<file path="src/rtl/prm_chk_pkg.sv">
// Shared widths, typedefs and FSM state encoding for the PRM edge-mask
// accumulator and its checker bank.
package prm_chk_pkg;

  localparam int unsigned CODE_W    = 15;
  localparam int unsigned NUM_EDGES = 16;

  typedef logic [CODE_W-1:0]    code_t;
  typedef logic [NUM_EDGES-1:0] emask_t;

  typedef enum logic [1:0] {
    ACCUM = 2'd0,
    DRAIN = 2'd1,
    OUT   = 2'd2
  } state_t;

endpackage

</file>
<file path="src/rtl/prm_edge_mask_accum.sv">
// Frame accumulator around the obstacle-logic checker bank: registers each
// accepted code onto the bank, ORs the returned edge masks over a frame.
module prm_edge_mask_accum
  import prm_chk_pkg::*;
#(
  parameter int unsigned CODE_W    = prm_chk_pkg::CODE_W,
  parameter int unsigned NUM_EDGES = prm_chk_pkg::NUM_EDGES,
  parameter int unsigned CNT_W     = 16
) (
  input  logic                 clk,
  input  logic                 rst,
  input  logic                 code_valid,
  output logic                 code_ready,
  input  logic [CODE_W-1:0]    code_data,
  input  logic                 code_last,
  input  logic                 frame_abort,
  output logic [CODE_W-1:0]    chk_code,
  input  logic [NUM_EDGES-1:0] chk_mask,
  output logic                 mask_valid,
  input  logic                 mask_ready,
  output logic [NUM_EDGES-1:0] mask_data,
  output logic [CNT_W-1:0]     obs_count
);

  state_t                 state;
  logic                   rdy_en;
  logic                   s1_valid;
  logic [NUM_EDGES-1:0]   acc;
  logic [CNT_W-1:0]       cnt;
  logic                   accept;
  logic                   abort_en;
  logic                   release_out;

  // rdy_en keeps code_ready low until the first edge after reset release
  assign code_ready  = rdy_en && (state == ACCUM);
  assign accept      = code_valid && code_ready;
  assign abort_en    = frame_abort && (state != OUT);
  assign release_out = (state == OUT) && mask_ready;

  // Stage 1: bank input register, only updated on a kept beat
  always_ff @(posedge clk or posedge rst) begin
    if (rst) begin
      rdy_en   <= 1'b0;
      chk_code <= '0;
      s1_valid <= 1'b0;
    end else begin
      rdy_en <= 1'b1;
      if (accept && !abort_en) begin
        chk_code <= code_data;
        s1_valid <= 1'b1;
      end else begin
        s1_valid <= 1'b0;
      end
    end
  end

  // Stage 2: fold the bank response one cycle after chk_code changed
  always_ff @(posedge clk or posedge rst) begin
    if (rst) begin
      acc <= '0;
      cnt <= '0;
    end else if (abort_en || release_out) begin
      acc <= '0;
      cnt <= '0;
    end else if (s1_valid) begin
      acc <= acc | chk_mask;
      if (cnt != '1) begin
        cnt <= cnt + CNT_W'(1);
      end
    end
  end

  // DRAIN waits for the last fold to land in acc, then snapshots the result
  always_ff @(posedge clk or posedge rst) begin
    if (rst) begin
      state      <= ACCUM;
      mask_valid <= 1'b0;
      mask_data  <= '0;
      obs_count  <= '0;
    end else begin
      case (state)
        ACCUM: begin
          if (!abort_en && accept && code_last) begin
            state <= DRAIN;
          end
        end
        DRAIN: begin
          if (abort_en) begin
            state <= ACCUM;
          end else if (!s1_valid) begin
            state      <= OUT;
            mask_valid <= 1'b1;
            mask_data  <= acc;
            obs_count  <= cnt;
          end
        end
        OUT: begin
          if (mask_ready) begin
            state      <= ACCUM;
            mask_valid <= 1'b0;
          end
        end
        default: begin
          state      <= ACCUM;
          mask_valid <= 1'b0;
        end
      endcase
    end
  end

endmodule

</file>
<file path="config.mk">
export PLATFORM = sky130hd
export DESIGN_NAME = prm_edge_mask_accum
export DESIGN_NICKNAME = d
export VERILOG_FILES = /design/src/rtl/prm_chk_pkg.sv /design/src/rtl/prm_edge_mask_accum.sv
export SDC_FILE = /design/constraint.sdc
export NUM_CORES = 1
export LEC_CHECK = 0
export BUFFER_PORTS_ARGS = -buffer_cell sky130_fd_sc_hd__buf_2
export CORE_AREA = 2 2 115 73
export DETAILED_ROUTE_END_ITERATION = 10
export DIE_AREA = 0 0 117 75
export PLACE_DENSITY = 0.68
export SYNTH_ARGS = -nofsm -noshare
export SYNTH_HDL_FRONTEND = slang
export SYNTH_SLANG_ARGS = --single-unit
</file>
<file path="constraint.sdc">
create_clock -name clk -period 5.13 [get_ports clk]
set_input_delay 1.026 -clock clk [delete_from_list [all_inputs] [get_ports clk]]
set_output_delay 1.026 -clock clk [all_outputs]
set_load 0.05 [all_outputs]
</file>
==> impl_metrics.env, run 1 <==
export IMPL_status="completed"
export IMPL_cts_resized=0
export IMPL_antenna_found_initial=0
export IMPL_antenna_cells=0
export IMPL_worst_pin_slew_ns=1.17
export IMPL_synthDistinctLibCells=38
export IMPL_grt_usage_pct=17.6
export IMPL_area_delta_synth_final_pct=24.8
export IMPL_ys_ff_latch=84
export IMPL_finalSetupViolations=0
export IMPL_avgViaCountPerCell=5.05
export IMPL_maxSlewHeadroom_pct=21.3
export IMPL_powerDensity_nw_per_um2=391
export IMPL_synth_cell_area_sq_um=3380
export IMPL_cts_htree_levels=3
export IMPL_report_final_slew_viol_count=0
export IMPL_clkSinkCount=84
export IMPL_rsz0062_at_grt="false"
export IMPL_hold_class="reg -> reg"
export IMPL_synthArstFlopShare_pct=100
export IMPL_synth_most_common_cell="dfrtp_1"
export IMPL_syn_nets=301
export IMPL_max_freq_mhz=409
export IMPL_reg2reg_slack_ns=2.69
export IMPL_start_kind="flop"
export IMPL_whs_ns=0.481
export IMPL_pin_count=86
export IMPL_postCtsHoldBufs=0
export IMPL_finalCriticalPeriod_ns=2.44
export IMPL_ir_worst_vdd_uv=193
export IMPL_nets=387
export IMPL_netlist_area_leader_share_pct=62.2
export IMPL_r2r_end="cnt[15]"
export IMPL_drcViolationCount=0
export IMPL_clock_latency_ns=0.33
export IMPL_io_buffers=85
export IMPL_drt_wl_total_mm=6.97
export IMPL_finalCritPeriodShare_pct=47.6
export IMPL_vias=2335
export IMPL_synth_main_ff_cell="dfrtp_1"
export IMPL_crit_arrival_ns=2.66
export IMPL_clkTransAtPathRegs_ns=0.06
export IMPL_drive_gt1_share_pct=42.4
export IMPL_worstSetupEndpointType="flop"
export IMPL_hold_viol=0
export IMPL_ys_warn_count=0
export IMPL_critPathMaxFanout=24
export IMPL_rows=25
export IMPL_synthTopCellsByArea="dfrtp_1 62%, mux2_2 14%, a21oi_1 3.7%"
export IMPL_fp_dieW_um=117
export IMPL_synth_edf_count=0
export IMPL_clock_root_buffer="clkbuf_16"
export IMPL_ant_nets=0
export IMPL_skew_ns=0.00679
export IMPL_grt_pass1_wl_mm=11.5
export IMPL_worstRegToRegCells=4
export IMPL_grt_max_degree=44
export IMPL_cts_buffers=9
export IMPL_die_y_um=75
export IMPL_synthTopCellsByCount="84 x dfrtp_1, 42 x mux2_2, 25 x a21oi_1"
export IMPL_initial_core_util_pct=44.1
export IMPL_postCtsSetupBuffers=0
export IMPL_hold_start="mask_valid"
export IMPL_setup_tns_ns=0
export IMPL_cellLeakagePower_uw=0.00214
export IMPL_min_path_cells=1
export IMPL_wire_per_inst_um=15.1
export IMPL_synth_area_per_cell_sq_um=12.9
export IMPL_drt_first_pass_iters=4
export IMPL_whs_endpoint="mask_valid"
export IMPL_grt_pass1_vias=2298
export IMPL_critPathRequiredTime_ns=5.34
export IMPL_critPathKind="reg -> reg"
export IMPL_drtIter0Drc=166
export IMPL_drv_cap=0
export IMPL_die_area_sq_um=8780
export IMPL_synth_seq_area_share_pct=62.2
export IMPL_syn_inst=263
export IMPL_dp_hpwl_mm=4.70
export IMPL_core_sq_um=7660
export IMPL_cts_tree="done"
export IMPL_timing_rr_start="s1_valid"
export IMPL_synth_top_area_cell="dfrtp_1"
export IMPL_gp_congestion=0.725
export IMPL_grt_ovfl_total=0
export IMPL_clock_path_buffers=2
==> final cells by class <==
class / count / area (sq um)
multi-input combinational: 166 / 1230
sequential: 84 / 2100
timing repair buffer: 86 / 433
clock inverter: 5 / 60.1
clock buffer: 11 / 253
inverter: 2 / 8.76
fill: 674 / 3440
tap: 108 / 135
==> critical path: stages, from the launching register on <==
cell and delay (ns):
dfrtp_1 0.93, and3_1 0.25, nand4_1 0.38, or4_1 0.61, o211a_1 0.15
==> registers in the layout, indices dropped and copies added, names as in the netlist, 2 cells and up <==
name and cells:
mask_data 16, obs_count 16, state 2, acc 16
chk_code 15, cnt 16
==> routing by layer <==
| layer | vias to the layer above | GRT usage, % | wire length [um] |
|---|---|---|---|
| met5 | - | 0 | 0 |
| met4 | 0 | 6.14 | 82 |
| met3 | 9 | 6.60 | 409 |
| met2 | 72 | 25.3 | 2900 |
| met1 | 1128 | 24.9 | 3580 |
| li1 | 1126 | - | - |
==> worst max-delay path by stage <==
stage,slack (ns),from,depth (start not counted),end
floorplan,1.94,rst,1,acc[0]
finish,2.69,s1_valid,4,cnt[15]
global route,2.46,s1_valid,4,cnt[15]
detailed placement,2.41,frame_abort,5,mask_data[13]
global placement,2.43,frame_abort,5,obs_count[15]
CTS,2.64,s1_valid,4,cnt[15]
==> metrics by stage <==
step | std cells | setup slack [ns] | util (%) | total power (uW) | cell area (sq um)
global route | 462 | 2.46 | 55.1 | 1720 | 4220
detailed placement | 446 | 2.41 | 51.0 | 1010 | 3910
global placement | 446 | 2.43 | 51.0 | 1000 | 3910
floorplan | 263 | 1.94 | - | 938 | 3380
CTS | 462 | 2.64 | 55.1 | 1680 | 4220
finish | 462 | 2.69 | 55.1 | 1650 | 4220
==> power breakdown <==
| group | leakage, uW | switching, uW | internal [uW] |
|---|---|---|---|
| Clock | 0.000152 | 251 | 404 |
| Combinational | 0.000862 | 195 | 70.8 |
| Sequential | 0.00113 | 23.7 | 706 |
==> placed cells by master (no fill, tap or decap), types with 2 or more instances in the layout <==
cell type	Yosys	layout
buf_2	7	85
dfrtp_1	84	84
mux2_2	42	42
a21oi_1	25	25
nor2_1	23	22
nand2_1	10	10
clkbuf_16	0	9
nand3_1	6	6
mux2_1	6	6
or3_1	6	6
o21ai_0	5	5
nand4_1	4	4
or4_1	4	4
o21ai_1	3	3
and3_1	3	3
o31ai_1	3	3
nor2b_1	2	2
clkinv_2	0	2
nand4_2	2	2
xor2_1	2	2
and4_1	2	2
nor3_1	2	2
o21a_1	2	2
clkinv_4	0	2
clkbuf_8	0	2
==> kinds of logic after synthesis <==
group,count (synthesis),synth area share [%]
AND/OR/NAND/NOR,67,10.5
flip-flops,84,62.2
XOR/XNOR,2,0.518
AO/OA/AOI/OAI,46,8.36
multiplexers,49,16.3
other,1,0.111
adder cells (fa/ha/maj),1,0.370
buffers and inverters,13,1.70
(Power assumes the default switching activity.)
==> inputs of run 2 (changes only) <==
clock period = 2.3 ns   (was 5.13 ns; I/O delays follow)
==> impl_metrics.env, run 2 (synthesis gave the netlist of run 1 again) <==
export IMPL_final_common_cell="buf_2"
export IMPL_dp_cells=454
export IMPL_rows=25
export IMPL_crit_chain="ha_1, nand4_2, nor4_2, buf_4, o21ai_1, a21oi_1"
export IMPL_ant_nets=0
export IMPL_drv_cap=0
export IMPL_rsz0062_at_grt="false"
export IMPL_cellLeakagePower_uw=0.00218
export IMPL_finalCritPeriodShare_pct=88.1
export IMPL_grt_usage_pct=17.5
export IMPL_clkSinkCount=84
export IMPL_drtIter0Drc=103
export IMPL_crit_end="cnt[2]"
export IMPL_max_freq_mhz=493
export IMPL_antenna_cells=0
export IMPL_drcViolationCount=0
export IMPL_nets=395
export IMPL_finalSetupViolations=0
export IMPL_max_stage_delay_ns=0.61
export IMPL_clock_latency_ns=0.33
export IMPL_die_y_um=75
export IMPL_fp_dieW_um=117
export IMPL_crit_slowest_cell="nor4_2"
export IMPL_layout_common_cells="85 x buf_2, 84 x dfrtp_1, 42 x mux2_2"
export IMPL_finalCriticalPeriod_ns=2.03
export IMPL_drive_gt1_share_pct=43.1
export IMPL_drt_wl_total_mm=6.83
export IMPL_wire_per_inst_um=14.5
export IMPL_start_kind="flop"
export IMPL_setup_tns_ns=0
export IMPL_gp_congestion=0.800
export IMPL_worst_pin_slew_ns=0.651
export IMPL_vias=2394
export IMPL_skew_ns=0.00769
export IMPL_avgViaCountPerCell=5.09
export IMPL_drt_first_pass_iters=4
export IMPL_critPathBufInv=1
export IMPL_reg2reg_slack_ns=0.27
export IMPL_cts_buffers=9
export IMPL_dp_hpwl_mm=4.83
export IMPL_hold_class="in -> async"
export IMPL_antenna_found_initial=0
export IMPL_hold_viol=0
export IMPL_cp_top_family="simple AND/OR/NAND/NOR gates"
export IMPL_core_sq_um=7660
export IMPL_wl_met1_mm=3.41
export IMPL_clkTransAtPathRegs_ns=0.06
export IMPL_critPathRequiredTime_ns=2.55
export IMPL_cp_num_cells=6
export IMPL_timing_rr_start="cnt[1]"
export IMPL_postCtsHoldBufs=0
export IMPL_startpoint="cnt[1]"
export IMPL_maxSlewHeadroom_pct=56.2
export IMPL_status="completed"
export IMPL_critPathMaxFanout=8
export IMPL_clock_path_buffers=2
export IMPL_layout_cells_non_filler=470
export IMPL_dr_wl_met3_um=507
export IMPL_crit_arrival_ns=2.28
export IMPL_grt_pass1_vias=2345
export IMPL_report_final_slew_viol_count=0
export IMPL_clock_root_buffer="clkbuf_16"
export IMPL_powerDensity_nw_per_um2=873
export IMPL_worstRegToRegCells=6
export IMPL_r2r_end="cnt[2]"
export IMPL_critPathKind="reg -> reg"
export IMPL_cts_htree_levels=3
export IMPL_worstSetupEndpointType="flop"
export IMPL_die_area_sq_um=8780
export IMPL_ir_worst_vdd_uv=467
export IMPL_io_buffers=85
export IMPL_grt_ovfl_total=0
export IMPL_fin_util_pct=56.0
export IMPL_cts_tree="done"
export IMPL_area_delta_synth_final_pct=26.8
export IMPL_grt_max_degree=45
export IMPL_pin_count=86
export IMPL_met2WireLength_mm=2.85
export IMPL_grt_pass1_wl_mm=11.4
export IMPL_whs_ns=0.269
export IMPL_postCtsSetupBuffers=0
export IMPL_initial_core_util_pct=44.1
export IMPL_cts_resized=0
export IMPL_highest_layer="met4"
==> run 2: cell types whose count changed in the layout (fill, tap and decap cells not counted) <==
cell and change:
inv_6 +1, bufinv_16 +1, clkbuf_8 -2, buf_4 +8
clkinv_2 -2, clkinv_4 -1, clkinvlp_4 +1, clkbuf_1 +2
==> run 2: routing by layer <==
metal / vias up / GRT usage, %
met1: 1159 / 24.2
met4: 0 / 6.01
li1: 1141 / -
met5: - / 0
met3: 6 / 6.92
met2: 88 / 25.4
==> run 2: where the power goes <==
part | internal, uW | switching (uW)
Clock | 957 | 565
Sequential | 1580 | 44.3
Combinational | 164 | 438
Total | 2700 | 1050
==> run 2: worst min-delay path by stage <==
stage / start / end / slack (ns) / depth (start not counted)
after floorplan: acc[10] / acc[10] / 0.46 / 2
after global placement: mask_data[8] / mask_data[8] / 0.46 / 1
after detailed placement: mask_data[9] / mask_data[9] / 0.47 / 1
after CTS: rst / chk_code[7] / 0.29 / 3
after global routing: rst / chk_code[8] / 0.30 / 3
final: rst / chk_code[8] / 0.27 / 3
==> run 2: through the flow <==
step / setup WS [ns] / power, uW / instance area [sq um]
after global routing: 0.117 / 3910 / 4290
after detailed placement: 0.290 / 2260 / 3970
after floorplan: 0.582 / 2090 / 3390
after CTS: 0.291 / 3800 / 4290
after global placement: 0.412 / 2250 / 3970
final: 0.274 / 3740 / 4290
==> run 2: area by class of cell <==
cell class                      count  area, sq um
Sequential cell                    84         2100
Inverter                            2         11.3
Fill cell                         672         3370
Clock buffer                       11          233
Tap cell                          108          135
Timing Repair Buffer               94          493
Multi-Input combinational cell    166         1230
Clock inverter                      5         85.1
==> run 2: worst reg2reg max path: stages, from the launching register on <==
cell and delay (ns):
dfrtp_1 0.41, ha_1 0.23, nand4_2 0.21, nor4_2 0.61
buf_4 0.26, o21ai_1 0.07, a21oi_1 0.16
